### src/rtl/filter_pkg.sv
// Types and constants shared by the window sequencer and the systolic filter,
// so both agree on the w1..w9 tap order.
package filter_pkg;

  typedef enum logic {
    IDLE = 1'b0,
    EMIT = 1'b1
  } state_e;

  localparam int TAP_COUNT  = 9;
  localparam int DATA_W_DEF = 8;

  // Row-major window index of each filter weight: w1 top-left .. w9 bottom-right.
  localparam int TAP_W1 = 0;
  localparam int TAP_W2 = 1;
  localparam int TAP_W3 = 2;
  localparam int TAP_W4 = 3;
  localparam int TAP_W5 = 4;
  localparam int TAP_W6 = 5;
  localparam int TAP_W7 = 6;
  localparam int TAP_W8 = 7;
  localparam int TAP_W9 = 8;

  function automatic int tap_index(input int row, input int col);
    return row * 3 + col;
  endfunction

endpackage

### src/rtl/line_buffer.sv
// One image row of pixels: synchronous write, asynchronous read at the same address.
module line_buffer #(
  parameter int DEPTH  = 64,
  parameter int DATA_W = 8,
  parameter int ADDR_W = $clog2(DEPTH)
) (
  input  logic              clk,
  input  logic              we,
  input  logic [ADDR_W-1:0] addr,
  input  logic [DATA_W-1:0] wdata,
  output logic [DATA_W-1:0] rdata
);

  logic [DATA_W-1:0] mem [DEPTH];

  always_ff @(posedge clk) begin
    if (we) mem[addr] <= wdata;
  end

  assign rdata = mem[addr];

endmodule

### src/rtl/window_sequencer.sv
// Buffers the raster pixel stream and replays each interior 3x3 window
// serially, row-major, one tap per clock for the systolic filter.
module window_sequencer
  import filter_pkg::*;
#(
  parameter int IMG_WIDTH  = 64,
  parameter int IMG_HEIGHT = 64,
  parameter int DATA_W     = DATA_W_DEF
) (
  input  logic              clk,
  input  logic              rst,
  input  logic              sof,
  input  logic [DATA_W-1:0] rx_data,
  input  logic              rx_valid,
  output logic              rx_ready,
  output logic [DATA_W-1:0] win_data,
  output logic              win_valid,
  output logic              frame_done,
  output logic              overrun
);

  localparam int COL_W = $clog2(IMG_WIDTH);
  localparam int ROW_W = $clog2(IMG_HEIGHT);

  state_e            state_q, state_d;
  logic [COL_W-1:0]  col_q;
  logic [ROW_W-1:0]  row_q;
  logic [3:0]        tap_q;
  logic              sof_pend_q;
  logic              win_valid_q, frame_done_q, overrun_q;
  logic [DATA_W-1:0] win_data_q;
  logic [DATA_W-1:0] win_q [TAP_COUNT];
  logic [DATA_W-1:0] lb0_rd, lb1_rd;
  logic              accept, burst_end, col_last, row_last, interior;

  assign accept    = (state_q == IDLE) && rx_valid && !sof;
  assign burst_end = (state_q == EMIT) && (tap_q == 4'(TAP_COUNT));
  assign col_last  = (col_q == COL_W'(IMG_WIDTH - 1));
  assign row_last  = (row_q == ROW_W'(IMG_HEIGHT - 1));
  assign interior  = (row_q >= ROW_W'(2)) && (col_q >= COL_W'(2));

  // lb0 holds the previous row, lb1 the row before; lb1 takes lb0's old value.
  line_buffer #(.DEPTH(IMG_WIDTH), .DATA_W(DATA_W)) u_lb0 (
    .clk(clk), .we(accept), .addr(col_q), .wdata(rx_data), .rdata(lb0_rd)
  );
  line_buffer #(.DEPTH(IMG_WIDTH), .DATA_W(DATA_W)) u_lb1 (
    .clk(clk), .we(accept), .addr(col_q), .wdata(lb0_rd), .rdata(lb1_rd)
  );

  always_ff @(posedge clk) begin
    if (rst) state_q <= IDLE;
    else     state_q <= state_d;
  end

  always_comb begin
    state_d = state_q;
    case (state_q)
      IDLE:    if (accept && interior) state_d = EMIT;
      EMIT:    if (burst_end) state_d = IDLE;
      default: state_d = IDLE;
    endcase
  end

  always_comb begin
    rx_ready = (state_q == IDLE);
  end

  assign win_data   = win_data_q;
  assign win_valid  = win_valid_q;
  assign frame_done = frame_done_q;
  assign overrun    = overrun_q;

  // Window contents need no reset: a window is only emitted after three fresh columns.
  always_ff @(posedge clk) begin
    if (accept) begin
      for (int r = 0; r < 3; r++) begin
        win_q[tap_index(r, 0)] <= win_q[tap_index(r, 1)];
        win_q[tap_index(r, 1)] <= win_q[tap_index(r, 2)];
      end
      win_q[TAP_W3] <= lb1_rd;
      win_q[TAP_W6] <= lb0_rd;
      win_q[TAP_W9] <= rx_data;
    end
  end

  always_ff @(posedge clk) begin
    if (rst) begin
      col_q        <= '0;
      row_q        <= '0;
      tap_q        <= '0;
      sof_pend_q   <= 1'b0;
      win_valid_q  <= 1'b0;
      win_data_q   <= '0;
      frame_done_q <= 1'b0;
      overrun_q    <= 1'b0;
    end else begin
      frame_done_q <= 1'b0;
      if (rx_valid && (state_q == EMIT)) overrun_q <= 1'b1;
      if (state_q == IDLE) begin
        if (sof) begin
          row_q      <= '0;
          col_q      <= '0;
          sof_pend_q <= 1'b0;
        end else if (rx_valid) begin
          if (col_last) begin
            col_q <= '0;
            if (row_last) begin
              row_q        <= '0;
              frame_done_q <= 1'b1;
            end else begin
              row_q <= row_q + ROW_W'(1);
            end
          end else begin
            col_q <= col_q + COL_W'(1);
          end
        end
      end else begin
        if (sof) sof_pend_q <= 1'b1;
        if (tap_q < 4'(TAP_COUNT)) begin
          win_data_q  <= win_q[tap_q];
          win_valid_q <= 1'b1;
          tap_q       <= tap_q + 4'd1;
        end else begin
          // A start-of-frame seen during the burst takes effect once it finishes.
          win_valid_q <= 1'b0;
          tap_q       <= '0;
          if (sof_pend_q || sof) begin
            row_q      <= '0;
            col_q      <= '0;
            sof_pend_q <= 1'b0;
          end
        end
      end
    end
  end

endmodule

### config.mk
export PLATFORM = sky130hd
export DESIGN_NAME = window_sequencer
export DESIGN_NICKNAME = d
export VERILOG_FILES = /design/src/rtl/filter_pkg.sv /design/src/rtl/line_buffer.sv /design/src/rtl/window_sequencer.sv
export SDC_FILE = /design/constraint.sdc
export NUM_CORES = 1
export LEC_CHECK = 0
export CAP_MARGIN = 20
export CORE_MARGIN = 2
export CORE_UTILIZATION = 55
export CTS_BUF_LIST = sky130_fd_sc_hd__clkbuf_2 sky130_fd_sc_hd__clkbuf_4 sky130_fd_sc_hd__clkbuf_8
export DETAILED_ROUTE_END_ITERATION = 7
export PLACE_DENSITY = 0.73
export SETUP_SLACK_MARGIN = 0.3
export SYNTH_ARGS = -nofsm -noshare
export SYNTH_HDL_FRONTEND = slang
export SYNTH_SLANG_ARGS = --single-unit
### constraint.sdc
create_clock -name clk -period 6.79 [get_ports clk]
set_input_delay 1.0185 -clock clk [delete_from_list [all_inputs] [get_ports clk]]
set_output_delay 1.0185 -clock clk [all_outputs]
set_load 0.02 [all_outputs]
# ---- Yosys cells after proc, flatten, opt, wreduce, memory -nomap -nowiden
# Memory sizes are Yosys's and may differ from the RTL's. A register that Yosys moved wholly into a read port is not among the register bits.
# Cells that the tools add are included.
dict set report word_totals {
  regBits 21
  latch_bits 0
  ram_bits 1096
  rom_bits 0
  inputBits 12
  output_inout_bits 12
  word_cells 68
  n_memories 3
}
dict set report op_classes {
  add_sub_neg 3
  multipliers 0
  div_mod_pow 0
  order_cmp 3
  eq_ne 5
  shifts 0
  n_mux 28
  n_bitwise 3
  n_reduce_logical 15
}
# name depth word_bits rd rd_ports_with_merged_regs wr line
set mem_list {}
lappend mem_list {u_lb0.mem 64 8 1 1 1 line_buffer.sv:14} ;# logic [DATA_W-1:0] mem [DEPTH];
lappend mem_list {u_lb1.mem 64 8 1 1 1 line_buffer.sv:14}
lappend mem_list {win_q 9 8 7 1 9 window_sequencer.sv:32} ;# logic [DATA_W-1:0] win_q [TAP_COUNT];
# cell n
set ops {}
lappend ops {{2-to-1 mux 6 bit} 15}
lappend ops {{adder 6 x 1 -> 6 bit, second input constant} 2}
lappend ops {{== test 6 bit, second input constant} 2}
lappend ops {{greater-or-equal comparator 6 x 2 -> 1 bit, second input constant} 2}
lappend ops {{2-to-1 mux 1 bit} 11}
lappend ops {{logical AND 1 bit} 6}
lappend ops {{nonzero test 3 bit} 2}
lappend ops {{OR reduction 5 bit} 1}
lappend ops {{adder 4 x 1 -> 4 bit, second input constant} 1}
lappend ops {{== test 4 bit, second input constant} 1}
lappend ops {{< comparator 4 bit, second input constant} 1}
lappend ops {{2-to-1 mux 4 bit} 1}
lappend ops {{AND reduction 4 bit} 1}
lappend ops {{NOT 1 bit} 3}
lappend ops {{AND reduction 3 bit} 1}
lappend ops {{!= test 2 x 1 -> 1 bit, second input constant} 1}
lappend ops {{!= test 2 bit, second input constant} 1}
lappend ops {{one-hot mux 1 bit (2 select lines)} 1}
lappend ops {{AND reduction 2 bit} 1}
lappend ops {{nonzero test 2 bit} 1}
lappend ops {{logical NOT 1 bit} 1}
lappend ops {{logical OR 1 bit} 1}

# ---- Longest topological paths before layout
# Gate-level depths: netlist of the first run.
dict set report logic_depth {
  word_depth 7
  mapped_depth 10
  mapped_depth_nobuf 7
}

# ---- By module
# A second synthesis of the first run with hierarchy kept.
dict set report hier_totals {
  hier_cells 2619
  area_unflattened_um2 44687.9
}
# mod n_inst cells_per_inst area_per_inst_um2 seq_area_each_um2
set modules_own_cells {}
lappend modules_own_cells {line_buffer 2 1163 20289.5 15374.7}
lappend modules_own_cells {window_sequencer 1 293 4108.9 2742.6}

# ---- Worst setup path before layout of the first run
# No wires, ideal clock.
dict set report synth_timing {
  kind {reg-to-reg}
  startpoint {reg with a tool-made name}
  endpoint {mem u_lb1.mem[0][0] (data pin)}
  setup_time_ns 0.573
  arrival_ns 3.499
  required_ns 6.217
  path_slack_ns 2.718
  stages_incl_launch_ff 10
  n_path_buf 6
  period_less_slack_ns 4.072
  path_cell_list {dfxtp_1 > buf_6 > buf_12 > buf_6 > buf_6 > buf_4 > buf_2 > o21ai_0 > o31a_1 > o221ai_1}
}
# item line
set synth_lines {}
lappend synth_lines {{end, declared} line_buffer.sv:14}

==> PnR_summary.wiki, run 1 <==
{| class="wikitable"
! Metric !! Value
|-
| Cells on worst reg2reg path || 6
|-
| Filler cell count || between 5,000 and 6,000
|-
| Worst skew pair latency || around 0.81 ns
|-
| Net switching power || 2920 uW
|-
| Startpoint type of the worst setup path || flop
|-
| Grt ovf || 0
|-
| DIE AREA || 0.08093 sq mm
|-
| Cell types with the highest counts after synthesis || sky130_fd_sc_hd__edfxtp_1, sky130_fd_sc_hd__mux4_2, sky130_fd_sc_hd__nor2_1
|-
| Effective utilization at floorplan || 55.67%
|-
| Count of endpoints failing setup in the final report || 0
|-
| Outcome || finished, final reports clean
|-
| Critical Path Sink Type || flop
|-
| TritonCTS clock tree || yes
|-
| Dominant combinational cell family by area after synthesis || multiplexers
|-
| DR vias || 21,690
|-
| Tightest slew margin relative to the limit || 22.12%
|-
| Number of warnings issued by yosys || 0
|-
| Detailed Routing Iterations Pass 1 || 6
|-
| Horizontal die dimension || 284.5 microns
|-
| Clk Tree Root Cell || sky130_fd_sc_hd__clkbuf_8
|-
| Cts bufs inserted || 175
|-
| Synthesized netlist cell count || 2,016
|-
| Relative contribution of combinational cells to total power || 3.6%
|-
| Global-route wire length before repair || 145.5 mm
|-
| Most used DFF post-synth || sky130_fd_sc_hd__edfxtp_1
|-
| Worst Path Class, Setup || flop to flop
|-
| Standard cell core area || 0.07772 sq mm
|-
| Mux share of post-synthesis cell area || 14.50%
|-
| Hold path startpoint || win_q[4][5]$_DFFE_PP_
|-
| Height of the chip || 284.5 microns
|-
| Count of cells resized by post-cts repair || 0
|-
| Endpoint of the worst register-to-register path || u_lb1.mem[30][6]$_DFFE_PP_
|-
| Worst setup slack for register-to-register paths || approximately 2.6 ns
|-
| Number of synthesized flops with an enable pin || 1,096
|-
| Maximum operating frequency || 240.6 MHz
|-
| Data arrival at the endpoint of the critical path || 4.70 ns
|-
| Hold violation count in the final report || 0
|-
| Sequential fraction of design power || 56.6%
|-
| Area fraction in and, or, nand and nor cells after synthesis || 3.166%
|-
| Post-synth top area share || 76.06%
|-
| Share of layout cells above drive strength 1 || ~29%
|-
| Path category of the worst min-delay check || flop to flop
|-
| Xor and xnor area share after synthesis || 0.1417%
|-
| Sw Ratio || 21.31%
|-
| IO Pins || 24
|-
| Peak fanout along the critical path || 86
|-
| Worst Tran Pin Value || 1.152 ns
|-
| Clock sink count || 1,131
|-
| Max IR drop VDD || 0.2285 mV
|-
| Clock Power Share || 39.9%
|-
| Share of the clock period used by the worst path || 61.22%
|-
| Number of pins with negative max-slew slack in the final report || 0
|-
| Cells on Worst Hold Path || 0
|-
| IO buf count || 23
|-
| Synth unique cells || 49
|-
| Final worst clock skew || roughly 0.042 ns
|-
| Setup Buffers After CTS || 0
|-
| Buffer levels on the longest clock path || 3
|-
| Detailed placement HPWL || 54.69 mm
|-
| Post-route DRC violation count || 0
|-
| Synth Area in Adders || 0.2024%
|-
| Combined area of the multi-input logic cells || 0.009046 sq mm
|-
| Post-synthesis compound-gate area fraction || about 2.8%
|-
| Setup TNS || 0 ns
|-
| Routability Congestion || 0.8378
|-
| Htree depth || 4
|-
| Fraction of the yosys area taken by sequential cells || 77.68%
|-
| Largest net degree at the start of global routing || 87
|-
| Most area-hungry cell type in the Yosys netlist || sky130_fd_sc_hd__edfxtp_1
|-
| Final routed wirelength across all metal layers || 98.73 mm
|-
| Overall global routing resource usage || 24.73%
|-
| Drt via density || 6.405
|-
| Leakage || 0.01484 uW
|-
| Mapped Nets || 2,035
|-
| Vias in the first global route || roughly 22,000
|-
| Async S/R FF share, synth || 0%
|-
| Storage element area || between 0.03 and 0.04 sq mm
|-
| Terminating pin of the worst hold path || win_q[3][5]$_DFFE_PP_
|-
| Clk slew on worst S/H paths || approximately 0.060 ns
|-
| Leading post-synthesis cells by cell area || sky130_fd_sc_hd__edfxtp_1, sky130_fd_sc_hd__mux4_2, sky130_fd_sc_hd__dfxtp_1
|-
| Setup repair after global routing missed its margin || false
|-
| Syn_area_per_cell || 21.46 sq um
|-
| Internal power consumption || 10,780 uW
|-
| Post-CTS Hold Buffers || 0
|-
| Worst hold margin || 0.4390 ns
|-
| DR WL/cell || 29.16 microns
|-
| Synth Cell Area || 0.04327 sq mm
|-
| Total power density per cell area || 282.4 mW/mm^2
|-
| Most frequent cell after synthesis || sky130_fd_sc_hd__edfxtp_1
|-
| Max-capacitance violation count || 0
|-
| Initial antenna violation count || 1
|-
| Antenna Violating Nets Remaining || 0
|-
| Synth Register Bits || 1,131
|-
| Iter 0 DRT Violations || 2,867
|-
| Row count || 102
|-
| Time the worst path needs with I/O delays and setup || 4.157 ns
|-
| Required time worst endpoint || 7.33 ns
|-
| Net count reported at finish || 2,229
|-
| Area added between synthesis and finish || 12.16%
|}
flip-flops by register name (all words and copies together) (netlist names), named ones only:
name        cells
overrun         1
row_q           6
frame_done      1
tap_q           4
u_lb0.mem     512
u_lb1.mem     512
sof_pend_q      1
state_q         1
win_q          72
col_q           6
win_data        8
win_valid       1
critical path, stage by stage (launching register included):
cell and delay [ns]:
sky130_fd_sc_hd__dfxtp_4 0.91, sky130_fd_sc_hd__buf_12 0.58, sky130_fd_sc_hd__mux4_2 0.59, sky130_fd_sc_hd__o22ai_1 0.40, sky130_fd_sc_hd__nor3_1 0.13, sky130_fd_sc_hd__or3_2 0.85, sky130_fd_sc_hd__buf_16 0.29
worst max-delay path by stage:
stage,start,endpoint,cells past startpoint
2_1_floorplan,flop,u_lb1.mem[0][0]$_DFFE_PP_,9
3_3_place_gp,flop,win_q[5][1]$_DFFE_PP_,5
3_5_place_dp,flop,win_q[5][1]$_DFFE_PP_,5
4_1_cts,flop,u_lb1.mem[48][1]$_DFFE_PP_,5
5_1_grt,flop,u_lb1.mem[43][4]$_DFFE_PP_,7
6_report,flop,u_lb1.mem[30][6]$_DFFE_PP_,6
cells by family (layout without fill, tap and decap cells):
family	Yosys count	after routing
flip-flops	1131	1131
multiplexers	290	290
AND/OR/NAND/NOR	271	271
AO/OA/AOI/OAI	188	188
buffers and inverters	122	451
adder cells (fa/ha/maj)	7	7
XOR/XNOR	7	7
other	0	1
per-stage QoR:
stage          instance area [sq um]  setup slack [ns]  total power [uW]  instances  utilization [%]
3_3_place_gp                   44980             2.397              8349       3063            57.87
6_report                       48530             2.633             13700       3386            62.44
4_1_cts                        48350             2.287             13770       3376            62.21
5_1_grt                        48530             2.303             14130       3386            62.44
3_5_place_dp                   44990             2.336              8371       3064            57.88
2_1_floorplan                  43270             2.718              8184       2016                -
cell usage in the layout, fill, tap and decap left out, types with 17 or more instances in the layout:
| master | instances |
|---|---|
| sky130_fd_sc_hd__a211oi_1 | 22 |
| sky130_fd_sc_hd__a21oi_1 | 21 |
| sky130_fd_sc_hd__buf_4 | 95 |
| sky130_fd_sc_hd__clkbuf_4 | 56 |
| sky130_fd_sc_hd__clkbuf_8 | 178 |
| sky130_fd_sc_hd__clkinv_1 | 48 |
| sky130_fd_sc_hd__dfxtp_1 | 32 |
| sky130_fd_sc_hd__edfxtp_1 | 1096 |
| sky130_fd_sc_hd__mux2i_1 | 17 |
| sky130_fd_sc_hd__mux4_2 | 269 |
| sky130_fd_sc_hd__nand2_1 | 41 |
| sky130_fd_sc_hd__nor2_1 | 87 |
| sky130_fd_sc_hd__nor2b_1 | 30 |
| sky130_fd_sc_hd__nor3_1 | 30 |
| sky130_fd_sc_hd__o21ai_0 | 24 |
| sky130_fd_sc_hd__o22ai_1 | 78 |
power groups by stage:
stage / Clock, uW / Combinational [uW] / Sequential (uW)
after CTS: 5540 / 467 / 7760
after floorplan: 0 / 298 / 7890
after detailed placement: 0 / 468 / 7900
after global placement: 0 / 449 / 7900
final: 5460 / 488 / 7750
after global routing: 5850 / 519 / 7750
metal layers:
layer	vias to the layer above	track usage (%)	routed length, microns
li1	8896	-	-
met3	183	5.321	9284
met5	-	0	0
met4	0	8.829	2897
met1	11370	34.80	38420
met2	1238	38.84	48130
final cells by class:
type,instances,area share (%)
Sequential cell,1131,69.28
Multi-Input combinational cell,763,18.64
Clock buffer,234,5.914
Tap cell,1040,2.681
Timing Repair Buffer,132,2.408
Clock inverter,78,1.016
Inverter,7,0.05414
Antenna cell,1,0.005156
Note: power is estimated with default switching activity, not from simulation.
==> run 2, diff against run 1 <==
PLACE_DENSITY = 0.76   (was 0.73)
clock period = 3.4 ns   (was 6.79 ns; I/O delays follow)
==> run 2 against run 1 <==
Combinational power up 130%. Sequential share of layout area down 1.4 points. Register-to-register slack got worse by 2.3 ns. Flip-flop and latch count stayed put. Worst hold slack worse by 0.42 ns. Worst setup slack lost 2.3 ns. Via count grew 1.9%. Critical path type unchanged. Critical path depth is 1 higher. Utilization up 1.3 points. Power is 99% higher.
==> PnR_summary.wiki, run 2 (same netlist as run 1, synthesis figures left out) <==
{| class="wikitable"
! Metric !! Value
|-
| Hold violation count in the final report || 0
|-
| Time the worst path needs with I/O delays and setup || 3.099 ns
|-
| IO buf count || 23
|-
| TritonCTS clock tree || yes
|-
| Share of layout cells above drive strength 1 || between 30% and 40%
|-
| Post-route DRC violation count || 0
|-
| Area post-placement || 0.04596 sq mm
|-
| Required time worst endpoint || around 3.9 ns
|-
| Max-capacitance violation count || 0
|-
| Standard cell core area || 0.07772 sq mm
|-
| Sequence of cells on the critical path || buf_12, mux4_2, o22ai_1, o21ai_0, nor4b_1, or3_2, buf_4
|-
| Grt ovf || 0
|-
| Detailed Routing Iterations Pass 1 || 5
|-
| Area added between synthesis and finish || 14.42%
|-
| Critical path's slowest cell || sky130_fd_sc_hd__dfxtp_4
|-
| Horizontal die dimension || 284.5 microns
|-
| DR vias || approximately 22,000
|-
| Setup repair after global routing missed its margin || true
|-
| Final core utilization || 63.70%
|-
| Initial antenna violation count || 4
|-
| Relative contribution of combinational cells to total power || 4.1%
|-
| Row count || 102
|-
| Share of the clock period used by the worst path || 91.15%
|-
| IO Pins || 24
|-
| DIE AREA || 0.08093 sq mm
|-
| Sw Ratio || 21.08%
|-
| Overall global routing resource usage || 24.80%
|-
| Post-layout instance count excluding filler cells || 3,482
|-
| Max IR drop VDD || around 0.44 mV
|-
| Number of pins with negative max-slew slack in the final report || 0
|-
| Clock Power Share || between 30 and 40%
|-
| Leakage || 0.01540 uW
|-
| Path category of the worst min-delay check || input pin to flop
|-
| Final routed wirelength across all metal layers || between 90 and 100 mm
|-
| Outcome || finished, final reports clean
|-
| Routability Congestion || roughly 0.86
|-
| Clk Tree Root Cell || sky130_fd_sc_hd__clkbuf_8
|-
| Final std cell area, no fill || 0.04951 sq mm
|-
| Tightest slew margin relative to the limit || 23.46%
|-
| Max stage delay on crit path || 0.52 ns
|-
| Maximum operating frequency || ~320 MHz
|-
| Worst Path Class, Setup || flop to flop
|-
| Setup TNS || 0 ns
|-
| Global-route wire length before repair || approximately 150 mm
|-
| Data arrival at the endpoint of the critical path || 3.60 ns
|-
| Startpoint type of the worst setup path || flop
|-
| Most frequent standard cell in the layout excluding fill and tap cells || sky130_fd_sc_hd__edfxtp_1
|-
| Clock sink count || 1,131
|-
| Sequential fraction of design power || 56.6%
|-
| Largest registers ranked by flip-flop count || u_lb0.mem: 512 flops, u_lb1.mem: 512 flops, win_q: 72 flops
|-
| Effective utilization at floorplan || ~56%
|-
| Total power density per cell area || roughly 550 mW/mm^2
|-
| Internal power consumption || 21,560 uW
|-
| Largest net degree at the start of global routing || 66
|-
| Buffer levels on the longest clock path || 3
|-
| Final worst clock skew || a little over 0.05 ns
|-
| Peak fanout along the critical path || 32
|-
| Net count reported at finish || 2,324
|-
| Height of the chip || 284.5 microns
|-
| Iter 0 DRT Violations || 2,884
|-
| Drt via density || 6.350
|-
| Antenna Violating Nets Remaining || 0
|-
| Leading cell types in the layout, fill and taps excluded || sky130_fd_sc_hd__edfxtp_1, sky130_fd_sc_hd__mux4_2, sky130_fd_sc_hd__buf_4
|-
| Count of endpoints failing setup in the final report || 0
|-
| Clk slew on worst S/H paths || 0.06 ns
|-
| Vias in the first global route || 22,380
|-
| Cts bufs inserted || 170
|-
| Worst setup slack for register-to-register paths || about 0.3 ns
|-
| Worst Tran Pin Value || 1.148 ns
|-
| Net switching power || between 5000 and 6000 uW
|-
| Detailed placement HPWL || between 50 and 60 mm
|-
| Worst skew pair latency || a little over 0.8 ns
|-
| Critical Path Sink Type || flop
|-
| Htree depth || 4
|-
| DR WL/cell || 28.60 microns
|-
| DP Cell Count || 3,158
|}
run 2: cell types whose count changed in the layout (fill, tap and decap cells not counted), moves of 2 or more:
cell / change
sky130_fd_sc_hd__buf_4: +81
sky130_fd_sc_hd__buf_12: +16
sky130_fd_sc_hd__clkbuf_8: -5
sky130_fd_sc_hd__clkinv_2: +3
sky130_fd_sc_hd__buf_2: -2
sky130_fd_sc_hd__clkbuf_16: +2
sky130_fd_sc_hd__clkinv_8: -2
run 2: cell type report:
class                      count  area (sq um)
clock buffer                 230          2809
timing repair buffer         232          2191
multi-input combinational    763          9066
inverter                       7         26.28
antenna                        1         2.502
tap                         1040          1301
clock inverter                78         489.2
fill                        4937         28210
sequential                  1131         33620
run 2: worst max-delay path: cells and delay by family, from the launching register on:
kind	cells	cell delay [ns]
AO/OA/AOI/OAI	2	0.54
multiplexers	1	0.51
buffers and inverters	2	0.49
AND/OR/NAND/NOR	2	0.71
flip-flops	1	0.52
run 2: layer usage:
metal	global-route usage [%]	wire, microns	vias to the layer above
met3	5.674	9846	232
met4	10.49	3482	4
met2	39.37	49280	1291
li1	-	-	9087
met5	0	21	-
met1	33.56	36940	11500
run 2: what timing repair did:
action | 4_1_cts | 5_1_grt
endpoints found under the setup margin | 393 | 115
pin swaps | 0 | 0
cloned | 0 | 2
hold buffers | 0 | 0
gates resized for setup | 0 | 6
buffers inserted | 8 | 3
run 2: metrics by stage:
stage,total power [uW],worst slack (ns),hold slack [ns]
floorplan,16340,0.3611,0.4207
global placement,16780,0.1851,0.4248
detailed placement,16830,0.1439,0.4358
CTS,27450,0.3482,0.08523
global route,28090,0.2713,0.01393
finish,27320,0.3011,0.01949
run 2: worst paths after layout:
| kind | startpoint | endpoint | depth (start not counted) |
|---|---|---|---|
| setup / recovery | flop | u_lb1.mem[25][3]$_DFFE_PP_ | 7 |
| hold / removal | rx_data[3] | u_lb0.mem[19][3]$_DFFE_PP_ | 1 |
| setup reg to reg | flop | u_lb1.mem[25][3]$_DFFE_PP_ | 7 |
| hold reg to reg | win_q[1][6]$_DFFE_PP_ | win_q[0][6]$_DFFE_PP_ | 0 |
run 2: power by group through the flow:
stage / Combinational (uW) / Sequential (uW) / Clock (uW)
2_1_floorplan: 598 / 15700 / 0
3_3_place_gp: 1030 / 15800 / 0
3_5_place_dp: 1070 / 15800 / 0
4_1_cts: 1090 / 15500 / 10900
5_1_grt: 1180 / 15500 / 11500
6_report: 1120 / 15500 / 10700
